$ cat src/rtl/fifo_fsm_param.sv
// Single-port FIFO with FSM controller, busy/done handshake, occupancy flags and error reporting.
// Define FIFO_STICKY_ERR_EN to make overflow/underflow sticky until reset or ClearAllReg.
module fifo_fsm_param #(
  parameter int unsigned DATA_WIDTH = 8,
  parameter int unsigned ADDR_WIDTH = 5,
  parameter int unsigned AF_MARGIN  = 2,
  parameter int unsigned AE_MARGIN  = 2
) (
  input  logic                  clk,
  input  logic                  rst_n,
  input  logic                  ClearAllReg,
  input  logic                  start,
  input  logic                  write,
  input  logic [DATA_WIDTH-1:0] data_in,
  output logic [DATA_WIDTH-1:0] data_out,
  output logic                  busy,
  output logic                  done,
  output logic                  empty,
  output logic                  full,
  output logic                  almost_empty,
  output logic                  almost_full,
  output logic [ADDR_WIDTH:0]   level,
  output logic                  overflow,
  output logic                  underflow
);

  localparam int unsigned DEPTH = 1 << ADDR_WIDTH;
  localparam logic [ADDR_WIDTH:0] FULL_LVL = (ADDR_WIDTH+1)'(DEPTH);
  // Margins at or beyond DEPTH saturate so the flag is permanently asserted.
  localparam logic [ADDR_WIDTH:0] AF_LVL =
    (AF_MARGIN >= DEPTH) ? '0 : (ADDR_WIDTH+1)'(DEPTH - AF_MARGIN);
  localparam logic [ADDR_WIDTH:0] AE_LVL =
    (AE_MARGIN >= DEPTH) ? FULL_LVL : (ADDR_WIDTH+1)'(AE_MARGIN);

  typedef enum logic [1:0] {
    S_IDLE,
    S_WRITE,
    S_READ,
    S_DONE
  } state_e;

  state_e                  state_q, state_d;
  logic [ADDR_WIDTH-1:0]   wr_ptr_q, wr_ptr_d;
  logic [ADDR_WIDTH-1:0]   rd_ptr_q, rd_ptr_d;
  logic [ADDR_WIDTH:0]     level_q, level_d;
  logic [DATA_WIDTH-1:0]   wdata_q, wdata_d;
  logic [DATA_WIDTH-1:0]   dout_q, dout_d;
  logic                    ovf_q, ovf_d;
  logic                    unf_q, unf_d;
  logic                    mem_we;
  logic [DATA_WIDTH-1:0]   mem_q [DEPTH];

  assign empty        = (level_q == '0);
  assign full         = (level_q == FULL_LVL);
  assign almost_empty = (level_q <= AE_LVL);
  assign almost_full  = (level_q >= AF_LVL);
  assign level        = level_q;
  assign busy         = (state_q != S_IDLE);
  assign done         = (state_q == S_DONE);
  assign data_out     = dout_q;
  assign overflow     = ovf_q;
  assign underflow    = unf_q;

  always_comb begin
    state_d  = state_q;
    wr_ptr_d = wr_ptr_q;
    rd_ptr_d = rd_ptr_q;
    level_d  = level_q;
    wdata_d  = wdata_q;
    dout_d   = dout_q;
    mem_we   = 1'b0;
`ifdef FIFO_STICKY_ERR_EN
    ovf_d    = ovf_q;
    unf_d    = unf_q;
`else
    // Error flag set in WRITE/READ is visible only during the following DONE cycle.
    ovf_d    = 1'b0;
    unf_d    = 1'b0;
`endif

    case (state_q)
      S_IDLE: begin
        if (start) begin
          if (write) begin
            state_d = S_WRITE;
            wdata_d = data_in;
          end else begin
            state_d = S_READ;
          end
        end
      end
      S_WRITE: begin
        if (!full) begin
          mem_we   = 1'b1;
          wr_ptr_d = wr_ptr_q + 1'b1;
          level_d  = level_q + 1'b1;
        end else begin
          ovf_d = 1'b1;
        end
        state_d = S_DONE;
      end
      S_READ: begin
        if (!empty) begin
          dout_d   = mem_q[rd_ptr_q];
          rd_ptr_d = rd_ptr_q + 1'b1;
          level_d  = level_q - 1'b1;
        end else begin
          unf_d = 1'b1;
        end
        state_d = S_DONE;
      end
      S_DONE: begin
        state_d = S_IDLE;
      end
      default: begin
        state_d = S_IDLE;
      end
    endcase

    if (ClearAllReg) begin
      state_d  = S_IDLE;
      wr_ptr_d = '0;
      rd_ptr_d = '0;
      level_d  = '0;
      dout_d   = '0;
      ovf_d    = 1'b0;
      unf_d    = 1'b0;
      mem_we   = 1'b0;
    end
  end

  always_ff @(posedge clk or negedge rst_n) begin
    if (!rst_n) begin
      state_q  <= S_IDLE;
      wr_ptr_q <= '0;
      rd_ptr_q <= '0;
      level_q  <= '0;
      wdata_q  <= '0;
      dout_q   <= '0;
      ovf_q    <= 1'b0;
      unf_q    <= 1'b0;
    end else begin
      state_q  <= state_d;
      wr_ptr_q <= wr_ptr_d;
      rd_ptr_q <= rd_ptr_d;
      level_q  <= level_d;
      wdata_q  <= wdata_d;
      dout_q   <= dout_d;
      ovf_q    <= ovf_d;
      unf_q    <= unf_d;
    end
  end

  // Storage array carries no reset.
  always_ff @(posedge clk) begin
    if (mem_we) begin
      mem_q[wr_ptr_q] <= wdata_q;
    end
  end

endmodule

$ cat config.mk
export PLATFORM = sky130hd
export DESIGN_NAME = fifo_fsm_param
export DESIGN_NICKNAME = d
export VERILOG_FILES = /design/src/rtl/fifo_fsm_param.sv
export SDC_FILE = /design/constraint.sdc
export NUM_CORES = 1
export LEC_CHECK = 0
export CELL_PAD_IN_SITES_DETAIL_PLACEMENT = 2
export CELL_PAD_IN_SITES_GLOBAL_PLACEMENT = 2
export CORE_UTILIZATION = 30
export CTS_CLUSTER_SIZE = 40
export DETAILED_ROUTE_END_ITERATION = 10
export PLACE_DENSITY = 0.62
export SETUP_SLACK_MARGIN = 0.4
export SLEW_MARGIN = 0
export SYNTH_ARGS = -nofsm -noshare
export SYNTH_HDL_FRONTEND = slang
export SYNTH_SLANG_ARGS = --single-unit
$ cat constraint.sdc
create_clock -name clk -period 2.1 [get_ports clk]
set_input_delay 0.525 -clock clk [delete_from_list [all_inputs] [get_ports clk]]
set_output_delay 0.525 -clock clk [all_outputs]
set_load 0.05 [all_outputs]
* After elaboration in Yosys (flattened, before gate mapping)
Memories as Yosys holds them, arrays and structs flattened. Index checks and enable logic that the tools add are counted.
Word-level totals: RAM bits 256, output and inout port bits 22, input bits 13, flip-flop bits (word level) 36, memories kept 1
Memory list:
- mem_q | words 32, width 8, rd ports 1, clocked after Yosys merged registers in 0, write ports 1, RTL line 51 | logic [DATA_WIDTH-1:0] mem_q [DEPTH];
Operators by class: magnitude comparators 2, reductions and logical operators 11, equal/unequal tests 9, multiplexer cells 28, $add $sub $neg 4
Operators with widths (count):
- 5-bit two-way mux | 6
- 8-bit two-way mux | 3
- 6-bit two-way mux | 3
- 6-bit case mux with 2 select lines | 1
- 1-bit two-way mux | 11
- 5-bit by 1-bit adder with 5-bit output, second input constant | 2
- 3-bit inequality test, second input constant | 3
- 6-bit by 1-bit adder with 6-bit output, second input constant | 1
- 6-bit equality test, second input constant | 1
- 6-bit by 5-bit greater-or-equal comparator with 1-bit output, second input constant | 1
- 6-bit by 2-bit <= comparator with 1-bit output, second input constant | 1
- 6-bit zero test | 1
- 2-bit two-way mux | 3
- 2-bit case mux with 3 select lines | 1
- 3-bit AND reduction | 2
- 2-bit nonzero test | 3
- 6-bit by 1-bit subtractor with 6-bit output, second input constant | 1
- 2-bit equality test, second input constant | 2
- 2-bit inequality test, second input constant | 2
- 2-bit AND reduction | 2
- 3-bit nonzero test | 1
- 2-bit by 1-bit equality test with 1-bit output, second input constant | 1
- 2-bit zero test | 1
- 2-bit OR reduction | 1

* Logic depth before layout (Yosys ltp)
depth after elaboration 6, mapped depth 10, mapped depth without buffers 9

* Worst setup path before layout
No wires, ideal clock.
path type register to output, from reg level_q[2] (netlist: level[2]), to out almost_empty, data arrival time 2384 ps, buffers on the path 1, slack -809 ps, cell stages (with the launch flop) 4, required time 1575 ps, cell sequence dfrtp_1 -> buf_2 -> nor4_2 -> a21boi_0
On the way: word-level cells in the longest chain between the ends 1
RTL lines:
- from (decl) | RTL line 45 | logic [ADDR_WIDTH:0] level_q, level_d;
- from (signal assigned) | RTL line 146 | level_q <= level_d;
- 6-bit by 2-bit <= comparator with 1-bit output | RTL line 55 | assign almost_empty = (level_q <= AE_LVL);
- to (decl) | RTL line 20 | output logic almost_empty,
No other way between the ends.

* Worst setup path in the final report
from reg level_q[4] (netlist: level[4]), to out almost_empty
The elaborated chain is that of the path after synthesis.

==> flow_metrics.env <==
export IMPL_relSlewSlack=0.5495
export IMPL_grtUsageTotal=0.1768
export IMPL_nets=799
export IMPL_pin_count=35
export IMPL_sw_frac_of_total=0.3266
export IMPL_intPower_uw=13550
export IMPL_rsz0062_at_grt="yes"
export IMPL_cts_max_level=1
export IMPL_setup_ws_ns=-0.2234
export IMPL_fin_crit_ns=2.323
export IMPL_drt_first_pass_iters=4
export IMPL_yosysTopAreaCell="edfxtp_1"
export IMPL_syn2layout_area_growth_pct=30.35
export IMPL_num_rows=72
export IMPL_slew_violations=0
export IMPL_yosys_warnings=0
export IMPL_drive_gt1_frac=0.4467
export IMPL_hold_viol=0
export IMPL_async_flop_share=0.1233
export IMPL_worst_setup_path_type="register to output pin"
export IMPL_min_path_type="input port to async pin"
export IMPL_grt_max_degree=35
export IMPL_clock_latency_ns=0.57
export IMPL_violations="negative setup slack"
export IMPL_p_per_area_nw_per_um2=1300
export IMPL_pwr_share_seq=0.378
export IMPL_pre_cts_ws_ns=-0.2128
export IMPL_worstPathRequired_ns=1.57
export IMPL_syn_cell_area_um2=11880
export IMPL_clockBufferDepth=3
export IMPL_syn_avg_cell_area_um2=18.47
export IMPL_cts_clk_slew_worst_paths_ns=0.06
export IMPL_final_period_utilization=1.106
export IMPL_grt_overflow=0
export IMPL_finalClockSkew_ns=0.01832
export IMPL_synth_common_cells="edfxtp_1 (256), mux4_2 (54), nor2_1 (52), dfrtp_1 (36)"
export IMPL_worstPathMaxFanout=4
export IMPL_synth_edf_count=256
export IMPL_post_synth_top_count_cell="edfxtp_1"
export IMPL_finalPower_uw=20130
export IMPL_start_util=0.3059
export IMPL_muxShareOfSynthArea=0.1328
export IMPL_critPathArrivalTime_ns=1.80
export IMPL_die_h_um=201.0
export IMPL_drt_wl_total_mm=34.99
export IMPL_regArea_um2=8605
export IMPL_drc_errors=0
export IMPL_place_hpwl_mm=21.73
export IMPL_antenna_found_initial=0
export IMPL_synth_top_area_frac=0.6472
export IMPL_start_kind="register"
export IMPL_synth_xor_area_frac=0.008111
export IMPL_synth_top_family_by_area="multiplexers"
export IMPL_io_buffers=34
export IMPL_cts_tree="built"
export IMPL_drtAntennaViolNets=0
export IMPL_fmax_mhz=430.4
export IMPL_yosys_top_cells_area="edfxtp_1 (65%), mux4_2 (10%), dfrtp_1 (7.6%), mux2i_1 (2.2%), a22oi_1 (1.6%)"
export IMPL_clkPwrFrac=0.263
export IMPL_place_area_um2=13430
export IMPL_die_w_um=201.0
export IMPL_switchingPower_uw=6573
export IMPL_synthAdderAreaFrac=0.01369
export IMPL_cts_root_buf="clkbuf_16"
export IMPL_clock_sinks=292
export IMPL_worst_setup_path_end_kind="output pin"
export IMPL_netlist_instances=643
export IMPL_place_congestion=0.8156
export IMPL_die_area_um2=40390
export IMPL_grt_pass1_wl_mm=52.21
export IMPL_synth_compound_area_frac=0.05551
export IMPL_vdd_drop_max_v=0.0007421
export IMPL_vias=6564
export IMPL_fillCellCount=3654
export IMPL_tightest_slew_ns=0.6751
export IMPL_grt_pass1_vias=7322
export IMPL_numCtsBuffers=31
export IMPL_ys_seq_area_frac=0.7231
export IMPL_multiInputGateArea_um2=3765
export IMPL_wire_per_inst_um=26.59
export IMPL_p_leak_uw=0.004993
export IMPL_fin_area_um2=15480
export IMPL_combPwrFrac=0.358
export IMPL_r2r_slack_ns=-0.04
export IMPL_setup_viol=5
export IMPL_synth_seq_cells=292
export IMPL_r2r_cells=7
export IMPL_synth_simple_area_share=0.04603
export IMPL_drt_iter0_drc=500
export IMPL_final_core_util=0.3988
export IMPL_status="complete, but fails checks"
export IMPL_syn_nets=669
export IMPL_synth_distinct_cells=56
export IMPL_core_um2=38830
export IMPL_viasPerCell=4.988
export IMPL_synth_ff_type="edfxtp_1"
export IMPL_drv_cap=0
==> worst max-delay path, cell delays in order (launching register included) <==
cell and delay (ns):
dfrtp_2 0.47, nor4_4 0.33, a21boi_4 0.27, buf_12 0.16
==> cells in the final DEF (no fill, tap or decap), types with 10 or more instances in the layout <==
master | netlist | layout
mux4_2 | 54 | 54
buf_6 | 7 | 32
nor2_1 | 52 | 16
mux2i_1 | 26 | 21
a22oi_2 | 6 | 23
buf_4 | 0 | 56
buf_8 | 0 | 10
clkdlybuf4s50_1 | 0 | 11
clkbuf_16 | 0 | 31
dfrtp_2 | 0 | 10
dfrtp_1 | 36 | 25
edfxtp_1 | 256 | 256
nand2_1 | 19 | 13
buf_12 | 2 | 12
nor2_4 | 0 | 35
==> through the flow <==
stage | hold WS (ns) | cells | TNS (ns)
finish | 0.4430 | 1316 | -0.6470
global route | 0.4637 | 1315 | -5.230
CTS | 0.4310 | 1306 | -0.7029
detailed placement | 0.4954 | 1211 | -45.38
global placement | 0.4887 | 1211 | -38.14
floorplan | 0.2294 | 643 | -14.23
==> per-layer routing <==
metal	GRT usage	routed length, um	up-vias
li1	-	-	2857
met1	0.2434	15470	3547
met2	0.2997	17420	124
met3	0.02013	1388	36
met4	0.03980	715	0
met5	0	0	-
==> flip-flops by register name, summed over array words and instances, names as in the netlist <==
register / flops
data_out: 8
level: 6
mem_q: 256
overflow: 1
rd_ptr_q: 5
state_q: 2
underflow: 1
wdata_q: 8
wr_ptr_q: 5
==> what timing repair did <==
| item | in CTS | in global routing |
|---|---|---|
| gates resized for setup | 139 | 22 |
| buffers inserted | 31 | 9 |
| hold buffers | 1 | 0 |
| endpoints found under the hold margin | 17 | 0 |
| gates cloned | 6 | 0 |
| pin swaps | 49 | 33 |
| setup endpoints to repair | 301 | 300 |
==> power groups by stage <==
stage	sequential (uW)	combinational (uW)	clock, uW
6_report	7620	7210	5300
5_1_grt	7640	7630	5620
2_1_floorplan	8270	2710	0
3_5_place_dp	7740	5510	0
4_1_cts	7620	6950	5420
3_3_place_gp	7730	5310	0
==> final cells by class <==
class	instances	share of cell area
Antenna cell	1	0.0001616
Clock buffer	44	0.05649
Clock inverter	13	0.006869
Inverter	9	0.003071
Multi-Input combinational cell	311	0.2432
Sequential cell	292	0.5558
Tap cell	518	0.04186
Timing Repair Buffer	128	0.09261
==> worst paths after layout <==
path	from	end
worst max register to register	state_q[1]	level[5]
max in group asynchronous	rst_n	level[5]
min in group clk	wdata_q[7]	wdata_q[7]
worst min register to register	wdata_q[7]	wdata_q[7]
worst max-delay path	level[4]	almost_empty
worst min-delay path	rst_n	level[3]
==> cells by family (layout without fill, tap and decap cells) <==
group	Yosys count	after routing
DFF	292	292
and+or+nand+nor	112	112
other	0	1
adders and majority gates	13	13
muxes	89	89
xor gates and xnor gates	11	11
buffers and inverters	40	194
AOI/OAI and AO/OA	86	86
Note: power is estimated with default switching activity, not from simulation.
